[config.mk]
export PLATFORM = sky130hd
export DESIGN_NAME = cla_serial_ctrl
export DESIGN_NICKNAME = d
export VERILOG_FILES = /design/src/rtl/cla_serial_pkg.sv /design/src/rtl/carry_lookahead_adder.sv /design/src/rtl/cla_serial_ctrl.sv
export SDC_FILE = /design/constraint.sdc
export NUM_CORES = 1
export LEC_CHECK = 0
export ABC_AREA = 1
export BUFFER_PORTS_ARGS = -buffer_cell sky130_fd_sc_hd__buf_2
export CAP_MARGIN = 20
export CORE_UTILIZATION = 40
export DETAILED_ROUTE_END_ITERATION = 6
export PLACE_DENSITY = 0.62
export SLEW_MARGIN = 20
export SYNTH_ARGS = -nofsm -noshare
export SYNTH_HDL_FRONTEND = slang
export SYNTH_HIERARCHICAL = 1
export SYNTH_SLANG_ARGS = --single-unit
[constraint.sdc]
create_clock -name clk -period 3.25 [get_ports clk]
set_clock_uncertainty 0.2 [all_clocks]
set_input_delay 0.65 -clock clk [delete_from_list [all_inputs] [get_ports clk]]
set_output_delay 0.65 -clock clk [all_outputs]
set_load 0.1 [all_outputs]
[src/rtl/cla_serial_pkg.sv]
// Shared types for the serial carry-lookahead controller: FSM states and slice width.
package cla_serial_pkg;

  localparam int NIBBLE_W = 4;

  typedef enum logic [1:0] {
    IDLE = 2'd0,
    ADD  = 2'd1,
    DONE = 2'd2
  } state_t;

endpackage

[src/rtl/carry_lookahead_adder.sv]
// 4-bit carry-lookahead adder slice; purely combinational, all carries from generate/propagate terms.
module carry_lookahead_adder (
  input  logic [3:0] a,
  input  logic [3:0] b,
  input  logic       cin,
  output logic [3:0] sum,
  output logic       cout
);

  logic [3:0] g;
  logic [3:0] p;
  logic [3:0] c;

  assign g = a & b;
  assign p = a ^ b;

  assign c[0] = cin;
  assign c[1] = g[0] | (p[0] & cin);
  assign c[2] = g[1] | (p[1] & g[0]) | (p[1] & p[0] & cin);
  assign c[3] = g[2] | (p[2] & g[1]) | (p[2] & p[1] & g[0]) | (p[2] & p[1] & p[0] & cin);
  assign cout = g[3] | (p[3] & g[2]) | (p[3] & p[2] & g[1]) | (p[3] & p[2] & p[1] & g[0])
              | (p[3] & p[2] & p[1] & p[0] & cin);

  assign sum = p ^ c;

endmodule

[src/rtl/cla_serial_ctrl.sv]
// WIDTH-bit adder sequencing one shared 4-bit CLA slice LSB-nibble first; result after WIDTH/4 ADD cycles,
// held in DONE until out_ready. Optional signed-overflow port ovf under `CLA_SERIAL_OVF_EN.
module cla_serial_ctrl
  import cla_serial_pkg::*;
#(
  parameter int WIDTH = 16
) (
  input  logic             clk,
  input  logic             rst,
  input  logic             in_valid,
  output logic             in_ready,
  input  logic [WIDTH-1:0] a,
  input  logic [WIDTH-1:0] b,
  input  logic             cin,
  output logic             out_valid,
  input  logic             out_ready,
  output logic [WIDTH-1:0] sum,
`ifdef CLA_SERIAL_OVF_EN
  output logic             ovf,
`endif
  output logic             cout
);

  localparam int NIB  = WIDTH / NIBBLE_W;
  localparam int IDXW = (NIB > 1) ? $clog2(NIB) : 1;

  state_t state;
  state_t state_nxt;

  logic [WIDTH-1:0]    a_q;
  logic [WIDTH-1:0]    b_q;
  logic [WIDTH-1:0]    sum_q;
  logic                carry;
  logic [IDXW-1:0]     idx;
  logic                last;
  logic [NIBBLE_W-1:0] sl_a;
  logic [NIBBLE_W-1:0] sl_b;
  logic [NIBBLE_W-1:0] sl_sum;
  logic                sl_cout;

  assign last = (idx == IDXW'(NIB - 1));
  assign sl_a = a_q[idx*NIBBLE_W +: NIBBLE_W];
  assign sl_b = b_q[idx*NIBBLE_W +: NIBBLE_W];

  carry_lookahead_adder u_slice (
    .a    (sl_a),
    .b    (sl_b),
    .cin  (carry),
    .sum  (sl_sum),
    .cout (sl_cout)
  );

  always_ff @(posedge clk or posedge rst) begin
    if (rst) state <= IDLE;
    else     state <= state_nxt;
  end

  always_comb begin
    state_nxt = state;
    in_ready  = 1'b0;
    out_valid = 1'b0;
    case (state)
      IDLE: begin
        in_ready = 1'b1;
        if (in_valid) state_nxt = ADD;
      end
      ADD: begin
        if (last) state_nxt = DONE;
      end
      DONE: begin
        out_valid = 1'b1;
        if (out_ready) state_nxt = IDLE;
      end
      default: state_nxt = IDLE;
    endcase
  end

  // The carry register doubles as the final carry-out once ADD completes.
  always_ff @(posedge clk or posedge rst) begin
    if (rst) begin
      a_q   <= '0;
      b_q   <= '0;
      sum_q <= '0;
      carry <= 1'b0;
      idx   <= '0;
    end else begin
      case (state)
        IDLE: begin
          if (in_valid) begin
            a_q   <= a;
            b_q   <= b;
            carry <= cin;
            idx   <= '0;
          end
        end
        ADD: begin
          sum_q[idx*NIBBLE_W +: NIBBLE_W] <= sl_sum;
          carry <= sl_cout;
          idx   <= idx + 1'b1;
        end
        default: ;
      endcase
    end
  end

  assign sum  = sum_q;
  assign cout = carry;

`ifdef CLA_SERIAL_OVF_EN
  logic ovf_q;

  always_ff @(posedge clk or posedge rst) begin
    if (rst) begin
      ovf_q <= 1'b0;
    end else if (state == ADD && last) begin
      ovf_q <= (a_q[WIDTH-1] == b_q[WIDTH-1]) && (sl_sum[NIBBLE_W-1] != a_q[WIDTH-1]);
    end
  end

  assign ovf = ovf_q;
`endif

endmodule
==> flow_metrics.tcl <==
set metrics [dict create \
    synth_cells 362 \
    ys_seq_area_share_pct 47.0 \
    gr-total-overflow 0 \
    final_common_cell "nand2_1" \
    cts.sinks 53 \
    async_reset_ff_share_pct 100 \
    mostFrequentLayoutCells "nand2_1, buf_2, dfrtp_1, inv_1, nand3_1" \
    critPathLaunchType "register" \
    cp_slowest_cell "dfrtp_1" \
    cp.required_ns 3.29 \
    cpPeakStageDelay_ns 0.49 \
    ys.warnings.count 6 \
    dpl.hpwl_um 4410 \
    hold_viol_final 0 \
    hp-class "input pin to async pin" \
    ant_nets 0 \
    cts_tree "done" \
    slew_headroom_pct 64.4 \
    critPathArrivalTime_ns 2.93 \
    clk_pin_slew_ns 0.09 \
    setup_viol 0 \
    vias 2337 \
    routed_wl_um 5880 \
    antenna_found_initial 0 \
    ys.flop_type "dfrtp_1" \
    synth_nets 409 \
    cts_inserted_buffers 5 \
    clk_path_buf_depth 2 \
    clock.fmax_mhz 345 \
    grt_start_max_net_pins 45 \
    rsz0062_at_grt "false" \
    final.setup.tns_ns 0 \
    synth-edff-count 0 \
    dieWidth_um 86.0 \
    finalMaxSlewViolations 0 \
    antennaDiodeCount 0 \
    grt_pass1_vias 2235 \
    route.detailed.drc 0 \
    drt-initial-drc-count 126 \
    viasPerCell 4.61 \
    synthToLayoutAreaGrowth_pct 14.3 \
    syn_area_per_cell_um2 7.79 \
    ios 56 \
    gp_congestion 0.936 \
    synth_cell_types 26 \
    dieArea_um2 7390 \
    grt_first_pass_wirelength_um 10400 \
    path_class "register to register" \
    status "finished clean" \
    netlist_area_um2 2820 \
    track_usage_pct 17.8 \
    root_buffer "clkbuf_8" \
    ys_seq_elements 53 \
    nets 458 \
    finalCritPeriodShare_pct 89.1 \
    worstPathMaxFanout 35 \
    fp.dieH_um 86.0 \
    layout-drive-gt1-share_pct 18.0 \
    core_area_um2 6790 \
    worst_pin_slew_ns 0.533 \
    wl_per_cell_um 11.6 \
    start_util_pct 41.5 \
    path_cells "inv_2, nor2_1, nor2_1, o21ai_0, nand2_1, inv_1, fa_1, xnor2_1, inv_1, nor3_1, nand2_1, nand2_1" \
    io_buffer_count 55 \
    worstSkewPairLatency_ns 0.30 \
    path_common_cell "nand2_1" \
    hold_buffers 0 \
    cts_resized 0 \
    htree_levels 2 \
    drv_cap 0 \
    finalCriticalPeriod_ns 2.90 \
    postCtsSetupBuffers 0 \
    end_kind "register" \
    dr.pass1.iters 4 \
    rows 30 \
]
[registers in the layout, summed over array words and instances, names as in the netlist]
register,count
sum,16
a_q,16
b_q,16
idx,2
state,2
cout,1
[cell usage after synthesis, types with 3 or more instances]
cell type / number / area (um2)
buf_2: 8 / 40.0
buf_6: 3 / 33.8
clkbuf_1: 3 / 11.3
dfrtp_1: 53 / 1330
ha_1: 9 / 113
inv_1: 40 / 150
nand2_1: 144 / 541
nand3_1: 28 / 140
nand3_2: 3 / 30.0
nor2_1: 21 / 78.8
nor3_1: 4 / 20.0
o211ai_1: 11 / 82.6
o21a_1: 11 / 82.6
o21ai_0: 9 / 45.0
[final timing paths]
check                      startpoint  cells after the start  slack, ns  endpoint
max                            idx[0]                     12       0.35   sum[13]
min in group clk              b_q[14]                      2       0.28   b_q[14]
min                               rst                      2       0.15   a_q[10]
max reg2reg                    idx[0]                     12       0.35   sum[13]
min reg2reg                   b_q[14]                      2       0.28   b_q[14]
max in group asynchronous         rst                      3       1.92    b_q[4]
[through the flow]
stage / hold slack, ns / utilization, % / instances / instance area, um2 / setup slack, ns
3_5_place_dp: 0.261 / 46.2 / 500 / 3140 / 0.411
2_1_floorplan: 0.237 / - / 362 / 2820 / 0.577
6_report: 0.154 / 47.5 / 507 / 3220 / 0.354
4_1_cts: 0.163 / 47.5 / 507 / 3220 / 0.387
3_3_place_gp: 0.256 / 46.2 / 500 / 3140 / 0.405
5_1_grt: 0.178 / 47.5 / 507 / 3220 / 0.0712
[cell type report]
cell class                 count  area, um2
sequential                    53       1330
tap                           96        120
timing repair buffer          58        298
clock buffer                   7       86.3
multi-input combinational    251       1240
fill                         709       3570
inverter                      42        158
[critical path: cells and delay by family, from the launching register on]
kind                       cells  cell delay [ns]
DFF                            1             0.49
AOI/OAI and AO/OA              1             0.12
and+or+nand+nor                6             0.72
buffers and inverters          3             0.61
adders and majority gates      1             0.43
xor gates and xnor gates       1             0.25
[cell families after synthesis]
logic type,Yosys count,share of synthesized area [%]
DFF,53,47.0
adders and majority gates,10,4.70
xor gates and xnor gates,1,0.311
AOI/OAI and AO/OA,33,7.90
buffers and inverters,58,9.14
and+or+nand+nor,207,30.9
[metal layers]
| metal | wire (um) | vias up | global-route usage (%) |
|---|---|---|---|
| met1 | 3080 | 1052 | 25.4 |
| met4 | 50 | 0 | 5.91 |
| met3 | 167 | 4 | 3.27 |
| met2 | 2580 | 50 | 27.3 |
| li1 | - | 1231 | - |
| met5 | 0 | - | 0 |
Power is left out: the tool's default activity adds up to more than one toggle a clock period on the data nets, which glitch-free logic cannot reach.
